`src/rtl/motor_nn_pkg.sv`:
```
// Shared definitions for the motor MPC network datapath: fixed-point format,
// sequencer state encoding and the ReLU clamp.
package motor_nn_pkg;

    localparam int unsigned W_FIX = 32;
    localparam int unsigned I_FIX = 8;

    typedef enum logic [1:0] {
        IDLE,
        FILL,
        EMIT,
        DONE
    } fsm_t;

    // Positive inputs pass with the sign bit forced low; zero and negatives clamp to 0.
    function automatic logic [W_FIX-1:0] relu_fix(input logic [W_FIX-1:0] x);
        return ($signed(x) > 0) ? {1'b0, x[W_FIX-2:0]} : '0;
    endfunction

endpackage

```
`src/rtl/motor_relu_lane.sv`:
```
// Combinational single-element ReLU clamp; also flags elements that were clamped (x <= 0).
module motor_relu_lane
    import motor_nn_pkg::*;
#(
    parameter int unsigned W = W_FIX
) (
    input  logic [W-1:0] x,
    output logic [W-1:0] y,
    output logic         clamped
);

    generate
        if (W == W_FIX) begin : g_fix
            assign y = relu_fix(x);
        end else begin : g_gen
            assign y = (!x[W-1] && (|x)) ? {1'b0, x[W-2:0]} : '0;
        end
    endgenerate

    assign clamped = x[W-1] | ~(|x);

endmodule

```
`src/rtl/motor_relu_stream_sequencer.sv`:
```
// Packs a serial element stream into LANES-wide ReLU beats, one vector at a time,
// for a batch of cfg_nvec vectors started by ap_start and closed by ap_done.
module motor_relu_stream_sequencer
    import motor_nn_pkg::*;
#(
    parameter int unsigned W      = 32,
    parameter int unsigned N_ELEM = 3,
    parameter int unsigned LANES  = 3,
    parameter int unsigned CNT_W  = 16
) (
    input  logic                          ap_clk,
    input  logic                          ap_rst_n,
    input  logic                          ap_start,
    input  logic [CNT_W-1:0]              cfg_nvec,
    output logic                          ap_idle,
    output logic                          ap_done,
    input  logic [W-1:0]                  s_data,
    input  logic                          s_valid,
    output logic                          s_ready,
    output logic [LANES*W-1:0]            m_data,
    output logic [LANES-1:0]              m_mask,
    output logic                          m_last,
    output logic [$clog2(N_ELEM+1)-1:0]   m_neg_cnt,
    output logic                          m_valid,
    input  logic                          m_ready
);

    localparam int unsigned NEG_W = $clog2(N_ELEM + 1);
    localparam int unsigned EW    = (N_ELEM > 1) ? $clog2(N_ELEM) : 1;
    localparam int unsigned LW    = (LANES > 1) ? $clog2(LANES) : 1;
    localparam logic [EW-1:0] ELEM_END = EW'(N_ELEM - 1);
    localparam logic [LW-1:0] LANE_END = LW'(LANES - 1);

    fsm_t               state_q;
    fsm_t               state_d;
    logic [CNT_W-1:0]   nvec_q;
    logic [CNT_W-1:0]   vec_cnt;
    logic [LW-1:0]      lane_idx;
    logic [EW-1:0]      elem_idx;
    logic [NEG_W-1:0]   neg_cnt;
    logic [W-1:0]       lane_q [LANES];
    logic [LANES-1:0]   mask_q;
    logic               last_q;

    logic [W-1:0]       relu_y;
    logic               relu_neg;
    logic               accept;
    logic               close;
    logic               hs;
    logic               elem_last;
    logic               batch_end;
    logic               emit;

    motor_relu_lane #(
        .W (W)
    ) u_lane (
        .x       (s_data),
        .y       (relu_y),
        .clamped (relu_neg)
    );

    assign emit      = (state_q == EMIT);
    assign accept    = (state_q == FILL) && s_valid;
    assign elem_last = (elem_idx == ELEM_END);
    assign close     = accept && ((lane_idx == LANE_END) || elem_last);
    assign hs        = emit && m_ready;
    assign batch_end = ((vec_cnt + CNT_W'(1)) == nvec_q);

    always_ff @(posedge ap_clk or negedge ap_rst_n) begin
        if (!ap_rst_n) begin
            state_q <= IDLE;
        end else begin
            state_q <= state_d;
        end
    end

    always_comb begin
        state_d = state_q;
        ap_idle = 1'b0;
        ap_done = 1'b0;
        s_ready = 1'b0;
        m_valid = 1'b0;
        case (state_q)
            IDLE: begin
                ap_idle = 1'b1;
                if (ap_start) begin
                    state_d = (cfg_nvec == '0) ? DONE : FILL;
                end
            end
            FILL: begin
                s_ready = 1'b1;
                if (close) begin
                    state_d = EMIT;
                end
            end
            EMIT: begin
                m_valid = 1'b1;
                if (m_ready) begin
                    state_d = (last_q && batch_end) ? DONE : FILL;
                end
            end
            DONE: begin
                ap_done = 1'b1;
                state_d = IDLE;
            end
            default: state_d = IDLE;
        endcase
    end

    always_ff @(posedge ap_clk or negedge ap_rst_n) begin
        if (!ap_rst_n) begin
            nvec_q   <= '0;
            vec_cnt  <= '0;
            lane_idx <= '0;
            elem_idx <= '0;
            neg_cnt  <= '0;
            mask_q   <= '0;
            last_q   <= 1'b0;
            for (int unsigned k = 0; k < LANES; k++) begin
                lane_q[k] <= '0;
            end
        end else begin
            if ((state_q == IDLE) && ap_start) begin
                nvec_q  <= cfg_nvec;
                vec_cnt <= '0;
            end
            if (accept) begin
                for (int unsigned k = 0; k < LANES; k++) begin
                    if (lane_idx == LW'(k)) begin
                        lane_q[k] <= relu_y;
                        mask_q[k] <= 1'b1;
                    end
                end
                neg_cnt <= neg_cnt + NEG_W'(relu_neg);
                // Indices saturate at their group/vector end so they never wrap before the handshake clears them.
                lane_idx <= close ? lane_idx : lane_idx + LW'(1);
                elem_idx <= elem_last ? elem_idx : elem_idx + EW'(1);
                if (elem_last) begin
                    last_q <= 1'b1;
                end
            end
            if (hs) begin
                for (int unsigned k = 0; k < LANES; k++) begin
                    lane_q[k] <= '0;
                end
                mask_q   <= '0;
                lane_idx <= '0;
                last_q   <= 1'b0;
                if (last_q) begin
                    elem_idx <= '0;
                    neg_cnt  <= '0;
                    vec_cnt  <= vec_cnt + CNT_W'(1);
                end
            end
        end
    end

    always_comb begin
        m_data = '0;
        if (emit) begin
            for (int unsigned k = 0; k < LANES; k++) begin
                m_data[k*W +: W] = lane_q[k];
            end
        end
    end

    assign m_mask    = emit ? mask_q : '0;
    assign m_last    = emit && last_q;
    assign m_neg_cnt = (emit && last_q) ? neg_cnt : '0;

endmodule

```
`config.mk`:
```
export PLATFORM = sky130hd
export DESIGN_NAME = motor_relu_stream_sequencer
export DESIGN_NICKNAME = d
export VERILOG_FILES = /design/src/rtl/motor_nn_pkg.sv /design/src/rtl/motor_relu_lane.sv /design/src/rtl/motor_relu_stream_sequencer.sv
export SDC_FILE = /design/constraint.sdc
export NUM_CORES = 1
export LEC_CHECK = 0
export ABC_AREA = 1
export ABC_CLOCK_PERIOD_IN_PS = 1400
export CAP_MARGIN = 0
export CORE_MARGIN = 10
export CORE_UTILIZATION = 46
export CTS_CLUSTER_SIZE = 12
export DETAILED_ROUTE_END_ITERATION = 7
export GPL_ROUTABILITY_DRIVEN = 0
export PLACE_DENSITY = 0.77
export SLEW_MARGIN = 40
export SYNTH_ARGS = -nofsm -noshare
export SYNTH_HDL_FRONTEND = slang
export SYNTH_SLANG_ARGS = --single-unit
```
`constraint.sdc`:
```
create_clock -name ap_clk -period 1.4 [get_ports ap_clk]
set_input_delay 0.21 -clock ap_clk [delete_from_list [all_inputs] [get_ports ap_clk]]
set_output_delay 0.21 -clock ap_clk [all_outputs]
set_load 0.1 [all_outputs]
```
; ---- Word level (Yosys, flattened, before mapping)
; Cells that the tools add are included.
[classes]
addsub = 4
mul = 0
n_div = 0
magnitude_cmp = 1
eq_ne = 11
shifts = 0
n_mux = 40
n_bitwise = 2
reduce_logical = 22
[ops]
columns = operator, n
row1 = 96-bit 2-to-1 mux, 3
row2 = 32-bit 2-to-1 mux, 3
row3 = 16-bit 2-to-1 mux, 3
row4 = "32-bit by 1-bit greater-than comparator with 1-bit output, second input constant", 1
row5 = 2-bit 2-to-1 mux, 16
row6 = 32-bit OR reduction, 1
row7 = 31-bit 2-to-1 mux, 1
row8 = "16-bit by 1-bit adder with 16-bit output, second input constant", 1
row9 = 16-bit equality test, 1
row10 = 16-bit logical NOT, 1
row11 = 1-bit 2-to-1 mux, 10
row12 = 2-bit AND reduction, 5
row13 = 2-bit nonzero test, 5
row14 = 3-bit 2-to-1 mux, 3
row15 = "2-bit equality test, second input constant", 4
row16 = 2-bit one-hot mux with 4 select lines, 1
row17 = 1-bit logical AND, 6
row18 = "2-bit != test, second input constant", 3
row19 = "2-bit by 1-bit adder with 2-bit output, second input constant", 2
row20 = "2-bit by 1-bit equality test with 1-bit output, second input constant", 2
row21 = 2-bit logical NOT, 2
row22 = 3-bit AND reduction, 1
row23 = 2-bit by 1-bit adder with 2-bit output, 1
row24 = "2-bit by 1-bit != test with 1-bit output, second input constant", 1
row25 = other kinds (3), 3
[totals]
reg_bits = 140
latch_bits = 0
ramBits = 0
rom_bits = 0
memories = 0

; ---- Longest topological paths before layout
; Gate-level depths: netlist of run 1.
[logic_depth]
word_depth = 7
depth_mapped = 14
ltp_nobuf = 14

; ---- By module
; Synthesis of run 1 repeated with hierarchy kept, for this count alone.
[unflattened]
cells_unflattened = 1037
hier_area_um2 = 7689.9
[modules_own_cells]
columns = mod, n_inst, cells_per_inst, area_each_um2, seq_area_each_um2
row1 = motor_relu_stream_sequencer, 1, 934, 7008.0, 3503.4
row2 = motor_relu_lane, 1, 103, 681.9, 0.0

; ---- Least setup slack after synthesis of run 1
; OpenSTA, ideal clock, no wires.
[synth_path]
path_type = reg-to-reg
from = register state_q[1]
to = register nvec_q[10]
setup_ns = 0.125
t_arrival_ns = 2.769
setup_slack_ns = -1.494
path_stages_with_launch = 5
n_path_buf = 1
period_less_slack_ns = 2.894
cell_sequence = dfrtp_1 > nor2_1 > nand2_1 > buf_2 > mux2_2
[synth_between]
elab_chain_len = 2
[synth_rtl]
columns = element, line_no
row1 = "start, declared", motor_relu_stream_sequencer.sv:34  ; fsm_t state_q;
row2 = "start signal, assigned", motor_relu_stream_sequencer.sv:73  ; state_q <= state_d;
row3 = 2-bit logical NOT, motor_relu_stream_sequencer.sv:123  ; if ((state_q == IDLE) && ap_start) begin
row4 = 1-bit logical AND, motor_relu_stream_sequencer.sv:123
row5 = "end signal, assigned", motor_relu_stream_sequencer.sv:124  ; nvec_q <= cfg_nvec;
row6 = "end, declared", motor_relu_stream_sequencer.sv:36  ; logic [CNT_W-1:0] nvec_q;
; Every way passes these cells.
; A chain may end at the register's enable or synchronous reset.

; ---- Final worst setup path of run 1
[layout_path]
from = register vec_cnt[0]
to = register state_q[1]
[layout_between]
elab_chain_len = 6
[layout_rtl]
columns = element, line_no
row1 = "start, declared", motor_relu_stream_sequencer.sv:37  ; logic [CNT_W-1:0] vec_cnt;
row2 = "start signal, assigned", motor_relu_stream_sequencer.sv:152  ; vec_cnt <= vec_cnt + CNT_W'(1);
row3 = 16-bit by 1-bit adder with 16-bit output, motor_relu_stream_sequencer.sv:67  ; assign batch_end = ((vec_cnt + CNT_W'(1)) == nvec_q);
row4 = 16-bit equality test, motor_relu_stream_sequencer.sv:67
row5 = 1-bit logical AND, motor_relu_stream_sequencer.sv:99  ; state_d = (last_q && batch_end) ? DONE : FILL;
row6 = 2-bit 2-to-1 mux, motor_relu_stream_sequencer.sv:99
row7 = 2-bit 2-to-1 mux, motor_relu_stream_sequencer.sv:98  ; if (m_ready) begin
row8 = 2-bit one-hot mux with 4 select lines, motor_relu_stream_sequencer.sv:83  ; case (state_q)
; Every way passes these cells. The select of a mux whose other input is x is not followed.

==> impl_metrics.csv, run 1 <==
group,metric,value,unit
outcome,status,"finished with violations",
outcome,violations,"negative setup slack",
clock_network,numCtsBuffers,17,
route,drc_errors,0,
clock_network,cts_buffer_depth,2,
timing,rsz0062_at_grt,"true",
floorplanning,num_rows,45,
logic_synthesis,synth.area.top_cells,"dfrtp_1 (47%), nand4_1 (8.4%), inv_1 (7.6%)",
worst_setup_path,path_common_cell,"nand2_1",
route,ant_nets,0,
logic_synthesis,yosysWarnings,0,
logic_synthesis,synth_cells,935,
cells_and_area,fin_cells,1478,
pwr,peakVddDrop,1.888,mV
logic_synthesis,ys_async_sr_fraction,100.0,%
place,io_buffer_count,155,
logic_synthesis,synth_ff_type,"dfrtp_1",
global_route,grt_pass1_wl,49.10,mm
place,dp_hpwl,18.36,mm
pwr,leakage,6.080,nW
global_route,antenna_found_initial,4,
worst_setup_path,path_class,"reg2reg",
timing,worst_slew_pin_slew,0.5304,ns
logic_synthesis,synth_area,7292,µm²
clock_network,cts_tree,"built",
timing,min_period,2.440,ns
floorplanning,fp.dieArea,21290,µm²
logic_synthesis,synth_cell_types,32,
worst_setup_path,end_kind,"flop",
global_route,grt_start_max_net_pins,43,
logic_synthesis,synth_top_cell_by_area,"dfrtp_1",
timing,timing.final.hold_violations,0,
global_route,grt-ovfl-total,0,
route,drtIter0Drc,1814,
global_route,grt_pass1_vias,8741,
route,dr.pass1.iters,8,
worst_setup_path,crit_required,1.77,ns
hold_path,hold_path.class,"in2reg",
logic_synthesis,synth_seq_cells,137,
logic_synthesis,synth_common_cells,"inv_1 (147), dfrtp_1 (137), nor2_1 (131)",
cells_and_area,multiInputGateArea,4260,µm²
worst_setup_path,crit_path_start_kind,"flop",
timing,fin_ws,-1.040,ns
clock_network,clock_latency,0.45,ns
logic_synthesis,avgSynthCellArea,7.799,µm²
clock_network,cts_sinks,137,
worst_setup_path,arrival,2.81,ns
worst_setup_path,r2r-start,"vec_cnt[0]$_DFF_PN0_",
logic_synthesis,yosysTopAreaCellShare,47.01,%
worst_setup_path,crit_fanout,3,
cells_and_area,post-route-util,91.97,%
worst_setup_path,timing.critical_path.from,"vec_cnt[0]$_DFF_PN0_",
clock_network,htreeDepth,4,
cells_and_area,drive_gt1_share,46.63,%
timing,max_freq,409.8,MHz
place,dpl_worst_slack,-0.8003,ns
place,dp_cells,1370,
timing,skew,0.01751,ns
floorplanning,fp.dieH,145.9,µm
job,maxCapViolCount,0,
timing,layout_worst_path_cycle_share,174.3,%
floorplanning,coreArea,15370,µm²
logic_synthesis,synth_most_common_cell,"inv_1",
route,wirelength,40.78,mm
cells_and_area,areaGrowthSynthToFinish,93.86,%
floorplanning,start_util,47.44,%
cells_and_area,fillers,479,
global_route,track_usage,28.67,%
timing,finalMaxSlewViolations,0,
worst_setup_path,crit_slowest_cell,"dfrtp_1",
logic_synthesis,synth_edf_count,0,
floorplanning,ios,159,
cells_and_area,nets,1310,
clock_network,cts.clk_slew.worst_paths,0.06,ns
clock_network,clockRootBuffer,"clkbuf_16",
floorplanning,die_x,145.9,µm
logic_synthesis,yosysSeqAreaShare,47.01,%
worst_setup_path,max_stage_delay,0.47,ns
cells_and_area,regArea,3431,µm²
hold_path,min-delay-start,"s_data[28]",
route,vias,9624,
route,wl_per_cell,27.59,µm
timing,setup_violations,240,
timing,relSlewSlack,64.53,%
pwr,power.density,2098,nW/µm²
route,vias_per_cell,6.512,
worst_setup_path,worstPathCellList,"ha_4 -> nand3_2 -> nand2_1 -> nand2_1 -> nand2_1 -> nand2_1 -> nor2_1 -> nand3_1 -> nor2_2 -> nand3_2 -> nand2_1 -> nand2_1 -> nand2_1",
-- metrics by stage --
stage	cell area [µm²]	hold WS [ns]	power (mW)	TNS, ns
after floorplan	8288	-0.08559	15.40	-86.69
after global placement	11860	0.1647	19.46	-70.43
after detailed placement	11860	0.1659	19.85	-79.46
after CTS	13450	0.2848	26.39	-72.34
after global routing	14130	0.2235	30.27	-115.45
final	14140	0.2077	29.66	-107.97
-- power by group --
part	total [mW]	internal [mW]	leakage, nW	switching [mW]
clock network	4.84	2.81	0.275	2.03
registers	6.46	5.57	1.77	0.890
logic	18.4	6.82	4.04	11.5
-- per-layer routing --
| layer | global-route usage, % | vias up | wire, µm |
|---|---|---|---|
| met5 | 0 | - | 0 |
| met2 | 46.50 | 1054 | 18440 |
| met1 | 33.39 | 4514 | 13280 |
| met3 | 8.600 | 351 | 5274 |
| met4 | 15.37 | 0 | 3779 |
| li1 | - | 3705 | - |
-- sequential cells by signal, indices dropped and copies added, names as in the netlist --
signal    count
neg_cnt       2
mask_q        3
vec_cnt      16
last_q        1
elem_idx      2
lane_idx      2
lane_q       93
state_q       2
nvec_q       16
-- logic make-up after synthesis --
family / count (synthesis) / share of synthesized area (%)
buffers and inverters: 225 / 12.59
muxes: 9 / 1.390
and+or+nand+nor: 413 / 27.18
AOI/OAI and AO/OA: 137 / 9.660
DFF: 137 / 47.01
xor gates and xnor gates: 6 / 0.9095
adders and majority gates: 7 / 1.201
other: 1 / 0.05143
-- path summary, 6_finish.rpt --
path	endpoint	slack [ns]	depth (start not counted)
min	lane_q[28]$_DFFE_PN0P_	0.21	5
max reg2reg	state_q[1]$_DFFE_PN0P_	-1.04	13
max in group asynchronous	lane_q[10]$_DFFE_PN0P_	0.55	3
min reg2reg	lane_q[76]$_DFFE_PN0P_	0.55	2
max	state_q[1]$_DFFE_PN0P_	-1.04	13
min in group asynchronous	lane_idx[0]$_DFFE_PN0P_	0.28	2
-- cell usage in the layout, fill, tap and decap left out, types with 10 or more instances in the layout --
cell,instances
dfrtp_1,135
buf_12,132
inv_1,128
nor2_4,110
buf_4,106
nand4_1,98
o21ai_1,97
nand2_1,76
inv_2,33
buf_6,33
nand2_2,28
nand3_1,26
nor2_1,23
clkdlybuf4s50_1,23
clkbuf_16,21
dlygate4sd2_1,16
o21ai_2,13
buf_16,12
nand2_8,10
buf_8,10
-- timing repair --
item | in CTS | in global routing
gates cloned | 14 | 5
gates resized for setup | 124 | 136
endpoints found under the hold margin | 35 | 0
setup buffers | 30 | 32
pin swaps | 44 | 50
endpoints found under the setup margin | 223 | 239
hold buffers | 1 | 0
-- worst max-delay path, delay by kind of cell, from the launching register on --
family	cells	cell delay [ns]
AND/OR/NAND/NOR	12	1.67
flip-flops	1	0.47
adder cells (fa/ha/maj)	1	0.22
-- area by class of cell --
class / count / share of cell area (%)
antenna: 4 / 0.07081
clock buffer: 18 / 3.036
clock inverter: 14 / 1.239
inverter: 166 / 4.603
multi-input combinational: 577 / 30.14
sequential: 137 / 24.27
tap: 211 / 1.868
timing repair buffer: 351 / 34.78
(Power assumes the default switching activity.)
==> inputs of run 2 (changes only) <==
--- a/config.mk
+++ b/config.mk
@@ -13,6 +13,7 @@
 export CTS_CLUSTER_SIZE = 12
 export DETAILED_ROUTE_END_ITERATION = 7
 export GPL_ROUTABILITY_DRIVEN = 0
+export HOLD_SLACK_MARGIN = 0.05
 export PLACE_DENSITY = 0.77
 export SLEW_MARGIN = 40
 export SYNTH_ARGS = -nofsm -noshare
==> results of run 2 <==
No change in the layout: final DEF, timing and power equal those of run 1.
==> inputs of run 3 (changes only) <==
--- a/config.mk
+++ b/config.mk
@@ -5,16 +5,16 @@
 export SDC_FILE = /design/constraint.sdc
 export NUM_CORES = 1
 export LEC_CHECK = 0
-export ABC_AREA = 1
+export ABC_AREA = 0
 export ABC_CLOCK_PERIOD_IN_PS = 1400
 export CAP_MARGIN = 0
 export CORE_MARGIN = 10
-export CORE_UTILIZATION = 46
+export CORE_UTILIZATION = 45
 export CTS_CLUSTER_SIZE = 12
 export DETAILED_ROUTE_END_ITERATION = 7
 export GPL_ROUTABILITY_DRIVEN = 0
 export HOLD_SLACK_MARGIN = 0.05
-export PLACE_DENSITY = 0.77
+export PLACE_DENSITY = 0.76
 export SLEW_MARGIN = 40
 export SYNTH_ARGS = -nofsm -noshare
 export SYNTH_HDL_FRONTEND = slang
==> run 3 against run 2 <==
The run still ends with negative setup slack left. Critical path depth is 6 lower. Die area is 6.2% lower. Worst setup slack worse by 0.0063 ns. Total power is 11% lower. Clock power is 5.8% higher. Register-to-register slack hardly changed. Global-route usage is 3.7 points higher. Synthesized cell count is 35% lower.
==> impl_metrics.csv, run 3 <==
group,metric,value,unit
outcome,status,"finished with violations",
outcome,violations,"negative setup slack",
cells_and_area,final_common_cell,"dfrtp_1",
logic_synthesis,yosysWarnings,0,
logic_synthesis,synth_ff_type,"dfrtp_1",
timing,fin_ws,-1.047,ns
worst_setup_path,crit_fanout,4,
logic_synthesis,synth_seq_cells,137,
global_route,grt_pass1_wl,49.49,mm
route,drc_errors,0,
worst_setup_path,end_kind,"flop",
clock_network,cts_sinks,137,
hold_path,hold_path.class,"in2reg",
logic_synthesis,yosysTopAreaCellShare,51.75,%
pwr,power.density,1970,nW/µm²
route,wl_per_cell,35.66,µm
logic_synthesis,ys_async_sr_fraction,100.0,%
global_route,grt_pass1_vias,7677,
route,dr.pass1.iters,6,
global_route,antenna_found_initial,4,
logic_synthesis,synth_area,6625,µm²
timing,rsz0062_at_grt,"true",
route,vias_per_cell,6.922,
clock_network,numCtsBuffers,17,
route,drtIter0Drc,1192,
cells_and_area,final_cell_mix,"dfrtp_1 (134), buf_12 (132), buf_4 (113), and2_4 (100), a22o_1 (91)",
floorplanning,die_x,141.3,µm
timing,timing.final.hold_violations,0,
cells_and_area,areaGrowthSynthToFinish,102.0,%
place,dpl-instance-area,10560,µm²
cells_and_area,nets,1012,
worst_setup_path,path_class,"reg2reg",
timing,layout_worst_path_cycle_share,174.8,%
worst_setup_path,crit_path_start_kind,"flop",
worst_setup_path,arrival,2.82,ns
job,maxCapViolCount,0,
worst_setup_path,rrSetupSlack,-1.05,ns
pwr,total_power,26.37,mW
timing,min_period,2.447,ns
global_route,grt_start_max_net_pins,43,
logic_synthesis,synth.area.top_cells,"dfrtp_1 (52%), a22o_1 (12%), and2_1 (9.4%)",
clock_network,cts_tree,"built",
timing,finalMaxSlewViolations,0,
route,vias,7995,
clock_network,cts_buffer_depth,2,
logic_synthesis,synth_cell_types,46,
worst_setup_path,crit_required,1.77,ns
route,wirelength,41.19,mm
pwr,leakage,6.154,nW
floorplanning,fp.dieArea,19980,µm²
place,io_buffer_count,155,
cells_and_area,largest_reg_flops,93,
cells_and_area,drive_gt1_share,61.55,%
clock_network,cts.clk_slew.worst_paths,0.07,ns
floorplanning,ios,159,
cells_and_area,regMostFlops,"lane_q",
logic_synthesis,synth_cells,607,
route,ant_nets,0,
global_route,track_usage,32.36,%
logic_synthesis,yosysSeqAreaShare,51.75,%
place,dp_cells,1014,
clock_network,clock_latency,0.45,ns
logic_synthesis,synth_common_cells,"dfrtp_1 (137), and2_1 (100), a22o_1 (93)",
global_route,grt-ovfl-total,0,
cells_and_area,fin_cells,1155,
logic_synthesis,avgSynthCellArea,10.91,µm²
logic_synthesis,synth_top_cell_by_area,"dfrtp_1",
logic_synthesis,synth_edf_count,0,
timing,setup_violations,239,
timing,max_freq,408.7,MHz
clock_network,clockRootBuffer,"clkbuf_16",
floorplanning,fp.dieH,141.3,µm
floorplanning,coreArea,14480,µm²
timing,skew,0.01431,ns
logic_synthesis,synth_most_common_cell,"dfrtp_1",
cells_and_area,design_area,13390,µm²
cells_and_area,largestRegisters,"lane_q (93), nvec_q (16), vec_cnt (16)",
cells_and_area,post-route-util,92.45,%
clock_network,htreeDepth,4,
floorplanning,start_util,45.76,%
place,dp_hpwl,15.79,mm
pwr,peakVddDrop,2.393,mV
floorplanning,num_rows,44,
run 3: cell types whose count changed after synthesis, moves of 90 or more:
cell | before | now
nand2_1 | 113 | 22
nor2_1 | 131 | 32
nand4_1 | 98 | 8
inv_1 | 147 | 10
a22o_1 | 0 | 93
and2_1 | 0 | 100
run 3: timing repair:
action                                  in CTS  in global routing
setup buffers                               54                 26
gates cloned                                20                  6
hold endpoints to repair                    43                  0
gates resized for setup                    186                126
pin swaps                                   38                 48
hold buffers                                 1                  0
endpoints found under the setup margin     238                240
run 3: kinds of logic (layout without fill, tap and decap cells):
logic type / after synthesis / after routing / synth area share (%)
XOR/XNOR: 23 / 23 / 3.041
flip-flops: 137 / 137 / 51.75
buffers and inverters: 59 / 410 / 4.533
other: 1 / 9 / 0.05660
multiplexers: 22 / 22 / 3.645
AO/OA/AOI/OAI: 149 / 150 / 17.09
AND/OR/NAND/NOR: 209 / 213 / 18.56
adder cells (fa/ha/maj): 7 / 7 / 1.322
run 3: power breakdown:
part	switching, mW	internal [mW]
Sequential	1.83	5.63
Clock	2.22	2.91
Combinational	7.22	6.56
run 3: worst paths after layout:
check,startpoint,endpoint,cells past startpoint
worst min-delay path,s_data[20],lane_q[84]$_DFFE_PN0P_,3
min in group asynchronous,ap_rst_n,lane_q[71]$_DFFE_PN0P_,2
worst max register to register,vec_cnt[0]$_DFF_PN0_,state_q[1]$_DFFE_PN0P_,7
max in group asynchronous,ap_rst_n,lane_q[92]$_DFFE_PN0P_,3
worst max-delay path,vec_cnt[0]$_DFF_PN0_,state_q[1]$_DFFE_PN0P_,7
worst min register to register,vec_cnt[15]$_DFF_PN0_,vec_cnt[15]$_DFF_PN0_,1
run 3: routing by layer:
metal / up-vias / share of wire [%] / global-route usage, %
li1: 2871 / - / -
met1: 3876 / 33 / 35.61
met2: 911 / 45 / 53.47
met3: 337 / 13 / 10.35
met4: 0 / 9.1 / 19.67
met5: - / 0 / 0
run 3: metrics by stage:
step	TNS [ns]	hold WS [ns]	setup WS (ns)
after global placement	-105.89	0.1455	-0.9262
final	-140.35	0.1997	-1.047
after detailed placement	-117.28	0.1481	-0.9813
after global routing	-141.14	0.1997	-1.039
after floorplan	-49.24	-0.08559	-0.5618
after CTS	-104.70	0.1734	-0.6045
run 3: critical path, cell delays in order (launching register included):
cell     delay, ns
dfrtp_1       0.47
buf_6         0.16
ha_4          0.26
xnor2_2       0.20
nand4_1       0.14
or4_4         0.59
nor4_4        0.33
a31o_1        0.24
run 3: layout make-up:
cell class                 count  area, µm²
tap                          184      230.2
inverter                      10      37.54
sequential                   137       3432
multi-input combinational    418       3978
clock inverter                14      186.4
fill                         402       1094
clock buffer                  18      439.2
antenna                        6      15.01
timing repair buffer         368       5067
